**src/rtl/xor_checksum.sv**
```systemverilog
// xor_checksum: streaming XOR checksum over a frame of WIDTH-bit words.
//
// Folds every accepted word of a frame into one XOR sum. When the frame closes,
// it reports the sum, the reduction parity of the sum, the word count
// (saturating at MAX_LEN) and an overflow flag. Both sides use valid/ready
// handshakes. A result is held until the consumer takes it, and no input is
// accepted while a result is pending.
//
// Ports
//   clk          clock; all state changes on the rising edge
//   rst_n        asynchronous active-low reset
//   flush        synchronous abort of the open frame or the pending result
//   in_valid     in_data / in_last are valid
//   in_ready     unit can accept a word (low in reset and while holding a result)
//   in_data      input word
//   in_last      marks the final word of a frame
//   out_valid    result registers are valid
//   out_ready    consumer takes the result
//   out_sum      XOR of all frame words
//   out_parity   reduction XOR of out_sum
//   out_count    words in frame, saturating at MAX_LEN
//   out_overflow frame had more than MAX_LEN words

module xor_checksum #(
    parameter int unsigned WIDTH   = 8,
    parameter int unsigned MAX_LEN = 16,
    localparam int unsigned CW     = $clog2(MAX_LEN + 1)
) (
    input  logic             clk,
    input  logic             rst_n,
    input  logic             flush,
    input  logic             in_valid,
    output logic             in_ready,
    input  logic [WIDTH-1:0] in_data,
    input  logic             in_last,
    output logic             out_valid,
    input  logic             out_ready,
    output logic [WIDTH-1:0] out_sum,
    output logic             out_parity,
    output logic [CW-1:0]    out_count,
    output logic             out_overflow
);

    localparam logic [CW-1:0] MaxCnt = CW'(MAX_LEN);

    typedef enum logic [1:0] {
        StIdle,
        StAcc,
        StHold
    } state_e;

    state_e           state_q, state_d;
    logic [WIDTH-1:0] acc_q, acc_d;
    logic [CW-1:0]    cnt_q, cnt_d;
    logic             ovf_q, ovf_d;

    logic             out_valid_d;
    logic [WIDTH-1:0] out_sum_d;
    logic             out_parity_d;
    logic [CW-1:0]    out_count_d;
    logic             out_overflow_d;

    // Frame state after folding in the word on in_data this cycle.
    logic [WIDTH-1:0] acc_fold;
    logic [CW-1:0]    cnt_fold;
    logic             ovf_fold;

    logic             accept;

    // in_ready depends on rst_n directly so that it drops the moment reset is asserted.
    assign in_ready = rst_n && (state_q != StHold);
    assign accept   = in_valid && in_ready && !flush;

    always_comb begin
        acc_fold = in_data;
        cnt_fold = CW'(1);
        ovf_fold = 1'b0;
        if (state_q == StAcc) begin
            acc_fold = acc_q ^ in_data;
            if (cnt_q < MaxCnt) begin
                cnt_fold = cnt_q + CW'(1);
                ovf_fold = ovf_q;
            end else begin
                cnt_fold = cnt_q;
                ovf_fold = 1'b1;
            end
        end
    end

    always_comb begin
        state_d        = state_q;
        acc_d          = acc_q;
        cnt_d          = cnt_q;
        ovf_d          = ovf_q;
        out_valid_d    = out_valid;
        out_sum_d      = out_sum;
        out_parity_d   = out_parity;
        out_count_d    = out_count;
        out_overflow_d = out_overflow;

        if (flush) begin
            // flush wins over a simultaneous accept or output handshake.
            // The output data registers keep their old values; out_valid marks them stale.
            state_d     = StIdle;
            acc_d       = '0;
            cnt_d       = '0;
            ovf_d       = 1'b0;
            out_valid_d = 1'b0;
        end else begin
            unique case (state_q)
                StIdle, StAcc: begin
                    if (accept) begin
                        if (in_last) begin
                            state_d        = StHold;
                            out_valid_d    = 1'b1;
                            out_sum_d      = acc_fold;
                            out_parity_d   = ^acc_fold;
                            out_count_d    = cnt_fold;
                            out_overflow_d = ovf_fold;
                            acc_d          = '0;
                            cnt_d          = '0;
                            ovf_d          = 1'b0;
                        end else begin
                            state_d = StAcc;
                            acc_d   = acc_fold;
                            cnt_d   = cnt_fold;
                            ovf_d   = ovf_fold;
                        end
                    end
                end
                StHold: begin
                    if (out_valid && out_ready) begin
                        state_d     = StIdle;
                        out_valid_d = 1'b0;
                    end
                end
                default: begin
                    state_d = StIdle;
                end
            endcase
        end
    end

    always_ff @(posedge clk or negedge rst_n) begin
        if (!rst_n) begin
            state_q      <= StIdle;
            acc_q        <= '0;
            cnt_q        <= '0;
            ovf_q        <= 1'b0;
            out_valid    <= 1'b0;
            out_sum      <= '0;
            out_parity   <= 1'b0;
            out_count    <= '0;
            out_overflow <= 1'b0;
        end else begin
            state_q      <= state_d;
            acc_q        <= acc_d;
            cnt_q        <= cnt_d;
            ovf_q        <= ovf_d;
            out_valid    <= out_valid_d;
            out_sum      <= out_sum_d;
            out_parity   <= out_parity_d;
            out_count    <= out_count_d;
            out_overflow <= out_overflow_d;
        end
    end

endmodule

```
**config.mk**
```make
export PLATFORM = sky130hd
export DESIGN_NAME = xor_checksum
export DESIGN_NICKNAME = d
export VERILOG_FILES = /design/src/rtl/xor_checksum.sv
export SDC_FILE = /design/constraint.sdc
export NUM_CORES = 1
export LEC_CHECK = 0
export CORE_ASPECT_RATIO = 1.4
export CORE_MARGIN = 2
export CORE_UTILIZATION = 51
export CTS_CLUSTER_DIAMETER = 50
export DETAILED_ROUTE_END_ITERATION = 6
export PLACE_DENSITY = 0.77
export SLEW_MARGIN = 30
export SYNTH_ARGS = -nofsm -noshare
export SYNTH_HDL_FRONTEND = slang
export SYNTH_SLANG_ARGS = --single-unit
export TNS_END_PERCENT = 50
```
**constraint.sdc**
```tcl
create_clock -name clk -period 2 [get_ports clk]
set_input_delay 0.3 -clock clk [delete_from_list [all_inputs] [get_ports clk]]
set_output_delay 0.3 -clock clk [all_outputs]
set_load 0.05 [all_outputs]
```
### Yosys cells after proc, flatten, opt, wreduce, memory -nomap -nowiden

Index checks and enable logic that the tools add are counted.

| word-level totals | value |
|---|---|
| register bits | 32 |
| input port bits | 14 |
| output and inout port bits | 17 |
| word-level logic and storage cells | 61 |

| operators by class | value |
|---|---|
| add/subtract/negate cells | 1 |
| $lt $le $gt $ge | 1 |
| eq/ne operators | 6 |
| mux-type cells | 27 |
| bitwise gates (word level) | 2 |
| reduce and logical (&&, ||, !) cells | 15 |

Operators by type and width:

| cell | number |
|---|---|
| 8-bit 2-to-1 mux | 5 |
| 5-bit 2-to-1 mux | 6 |
| 1-bit 2-to-1 mux | 10 |
| 3-bit inequality test, second input constant | 3 |
| 2-bit 2-to-1 mux | 4 |
| 4-bit AND reduction | 2 |
| 8-bit XOR reduction | 1 |
| 8-bit XOR | 1 |
| 5-bit by 1-bit adder with 5-bit output, second input constant | 1 |
| 5-bit < comparator, second input constant | 1 |
| 1-bit logical AND | 4 |
| 2-bit one-hot mux with 2 select lines | 1 |
| 2-bit AND reduction | 2 |
| 2-bit nonzero test | 2 |
| 3-bit nonzero test | 1 |
| 2-bit by 1-bit == test with 1-bit output, second input constant | 1 |
| 2-bit == test, second input constant | 1 |
| 2-bit logical NOT | 1 |
| 2-bit inequality test, second input constant | 1 |
| 1-bit one-hot mux with 2 select lines | 1 |
| 2-bit OR reduction | 1 |
| 1-bit logical NOT | 1 |
| 1-bit inverter | 1 |

### Logic depth before layout (Yosys ltp)

| depth | value |
|---|---|
| depth in word-level cells | 7 |
| mapped depth | 6 |

### Least setup slack after synthesis

Ideal clock, no wire load.

| path | value |
|---|---|
| path kind | register -> output |
| start point | reg state_q[1] |
| end point | out in_ready |
| arrival time | 1.233 ns |
| data required time | 1.700 ns |
| path slack | 0.467 ns |
| cell stages (with the launch flop) | 3 |
| buffers on the path | 0 |
| cell sequence | dfrtp_1 > nor2b_1 > nor2b_1 |

| on the way | value |
|---|---|
| word-level cells in the longest chain between the ends | 2 |

RTL lines:

| element | line | source |
|---|---|---|
| start: declaration | 52 | `state_e state_q, state_d;` |
| start signal: assignment | 146 | `state_q <= StIdle;` |
| start signal: assignment | 156 | `state_q <= state_d;` |
| 2-bit inequality test | 71 | `assign in_ready = rst_n && (state_q != StHold);` |
| 1-bit logical AND | 71 |  |
| end: declaration | 33 | `output logic in_ready,` |

No other way between the ends.

### Worst setup path after layout

| path | value |
|---|---|
| start point | in rst_n |
| end point | out in_ready |

| on the way | value |
|---|---|
| word-level cells in the longest chain between the ends | 1 |

RTL lines:

| element | line | source |
|---|---|---|
| start: declaration | 30 | `input logic rst_n,` |
| 1-bit logical AND | 71 |  |

No other way between the ends.

==> impl_results.md <==
* First-pass GRT wire length at 6.33 mm
* YS warnings at 0
* Routed vias at 1,333
* Starting DRT DRC Count at 41
* Multi-input logic area at between 800 and 900 um2
* Max-slew headroom at the worst pin at 0.656
* Top Ports at 31
* Max Slew Vio Count at 0
* Area contributors post-synth: dfrtp_1, nand2_1, xnor2_1, xor2_1, o21ai_0
* Finish-stage setup viols at 0
* Status: completed
* CTS tree: done
* Initial antenna violation count at 0
* DRT Wirelength at 3.76 mm
* DR pass1 iterations at 4
* FF/Latch Area at 801 um2
* Crit path capture type: output pin
* Post-route insts no fill at 254
* Max-Cap Viols at 0
* CP Data Required Time at 1.70 ns
* CORE AREA at 3120 um2
* Unrepaired setup endpoints after global routing: false
* Minimum clock period after layout at 1.84 ns
* Fin nets at roughly 230
* IR drop worst, VDD at 0.000768 V
* Startpoint Class: input port
* Placer's final routability congestion estimate at 0.883
* Fraction of layout cells with a size suffix above 1 at 0.112
* Wirelength per Cell at approximately 15 um
* Port Buf Inserts at 30
* Crit share post-route at 0.920
* Type of the most critical hold path: register to register
* Syn_nets at 191
* Vias in the first global route at 1,418
* Crit-path max FO at 6
* Top cell type's share of synthesized area at 0.478
* Syn-to-layout area delta at 27.2%
* Slew @ Worst Pin at just over 0.5 ns
* # placed instances at 246
* Netlist cell types at 35
* Clk sinks at 32
* Filler cells at 252
* Die height at 71.8 um
* Post-synthesis sequential area ratio at 0.478
* Vias/cell at 5.25
* Post-route setup TNS at 0 ns
* Largest net degree at the start of global routing at 30
* Number of H-tree levels at 2
* Die Area at 3770 um2
* CP Class: input port to output pin
* Maximum clock path buffer count at 2
* GRT overflow at 0
* Die width at 52.5 um
* Post-synth top area cell: dfrtp_1
* Clk slew on worst S/H paths at 0.06 ns
* TritonCTS Buffers at 5
* Mapped cell area at 1680 um2
* Post-synthesis cell count at 176
* Inserted Diodes at 0
* Post-DP HPWL at 2.78 mm
* Post-CTS Setup Inserts at 0
* Post-route DRC at 0
* Clock latency on the worst-skew pair at 0.28 ns
* GRT Resource Usage Total at 0.230
* Final hold vios at 0
* P_leak at 0.000913 uW
* F_max at 0.543 GHz
* Clock Root Buffer: clkbuf_8
* PwrDens at between 800 and 900 nW/um2
* Initial core utilization at 0.537
* Syn avg cell area at 9.53 um2
* Post-cts gate resize count at 0
* Tot Pwr at between 1500 and 2000 uW
* WP data arrival at about 1.5 ns
* Yosys reg bits at 32
* Row Count at 24
* Clock Skew at 0.00299 ns
* Utilization after layout at 0.683
* Hold Buf Count CTS at 0
* Final ANT Viol Nets at 0
-- power by group --
part           leakage [uW]  switching (uW)  internal, uW
Sequential         0.000425            32.9           699
Combinational      0.000442             299           179
Clock             0.0000455             221           280
Total              0.000913             553          1160
-- worst max-delay path: stages --
cell,delay (ns)
clkdlybuf4s50_1,0.61
buf_4,0.20
nor2b_1,0.24
buf_12,0.17
-- synthesized netlist by cell type, drive strengths merged --
cell	instances
o41ai	1
a32o	1
clkbuf	2
mux2i	1
buf	6
dfrtp	32
nand4	2
o32ai	1
xnor2	15
nand2	42
a31oi	2
or3	1
ha	1
a21boi	1
o22ai	1
a22oi	1
o31ai	4
nand3	2
and3b	1
a211oi	1
o21ai	21
nand3b	2
a21oi	6
xor2	11
nor2b	5
nand2b	1
nor2	8
inv	4
-- logic make-up after synthesis --
group / after synthesis / synth area share
AOI/OAI and AO/OA: 40 / 0.154
xor gates and xnor gates: 26 / 0.136
adders and majority gates: 1 / 0.00746
buffers and inverters: 12 / 0.0448
DFF: 32 / 0.478
muxes: 1 / 0.00597
and+or+nand+nor: 64 / 0.175
-- state kept, by name (all words and copies together), names as in the netlist --
register	count
acc_q	8
cnt_q	5
out_count	5
out_overflow	1
out_parity	1
out_sum	8
out_valid	1
ovf_q	1
state_q	2
-- cell type report --
cell class / instances / share of cell area
well taps: 39 / 0.0229
repair buffers: 39 / 0.177
inverters: 4 / 0.00704
multi-input cells: 132 / 0.375
clock buffers: 8 / 0.0422
flip-flops and latches: 32 / 0.375
-- final timing paths --
path / slack (ns) / to / startpoint / depth (start not counted)
setup / recovery: 0.16 / in_ready / rst_n / 4
max in group asynchronous: 1.07 / cnt_q[4]$_DFFE_PN0P_ / rst_n / 2
hold reg to reg: 0.48 / out_count[1]$_DFFE_PN0P_ / out_count[1]$_DFFE_PN0P_ / 2
min in group asynchronous: 0.51 / state_q[0]$_DFFE_PN0P_ / rst_n / 2
hold / removal: 0.48 / out_count[1]$_DFFE_PN0P_ / out_count[1]$_DFFE_PN0P_ / 2
setup reg to reg: 0.45 / acc_q[0]$_DFFE_PN0P_ / state_q[1]$_DFFE_PN0P_ / 5
-- through the flow --
step | hold WS, ns | setup WS (ns) | instance area (um2)
floorplan | 0.00441 | 0.467 | 1680
global placement | 0.462 | 0.0828 | 2040
detailed placement | 0.465 | 0.0396 | 2040
CTS | 0.478 | 0.152 | 2130
global route | 0.513 | 0.102 | 2130
finish | 0.476 | 0.160 | 2130
-- layout by cell type, fill, tap and decap left out --
cell	count
nand2_1	42
dfrtp_1	32
clkdlybuf4s50_1	29
xnor2_1	15
o21ai_0	12
xor2_1	11
buf_4	9
nor2_1	7
a21oi_1	6
clkbuf_8	6
nor2b_1	5
o21ai_2	5
inv_1	4
o31ai_1	4
o21ai_1	4
nand3_1	2
a31oi_1	2
nand4_1	2
clkbuf_1	2
nand3b_4	1
o22ai_1	1
or3_1	1
nand2b_1	1
and3b_1	1
a21boi_0	1
a211oi_2	1
nand3b_1	1
nor2_2	1
a32o_1	1
mux2i_1	1
a22oi_1	1
o41ai_1	1
o32ai_1	1
ha_1	1
buf_12	1
-- layer usage --
metal  vias up  routed length (um)  global-route usage
li1        665                   -                   -
met1       625                1550               0.266
met2        38                1980               0.386
met3         5                 176              0.0563
met4         0                  52               0.114
met5         -                   0                   0
No activity file was read; power rests on OpenSTA's default activity.
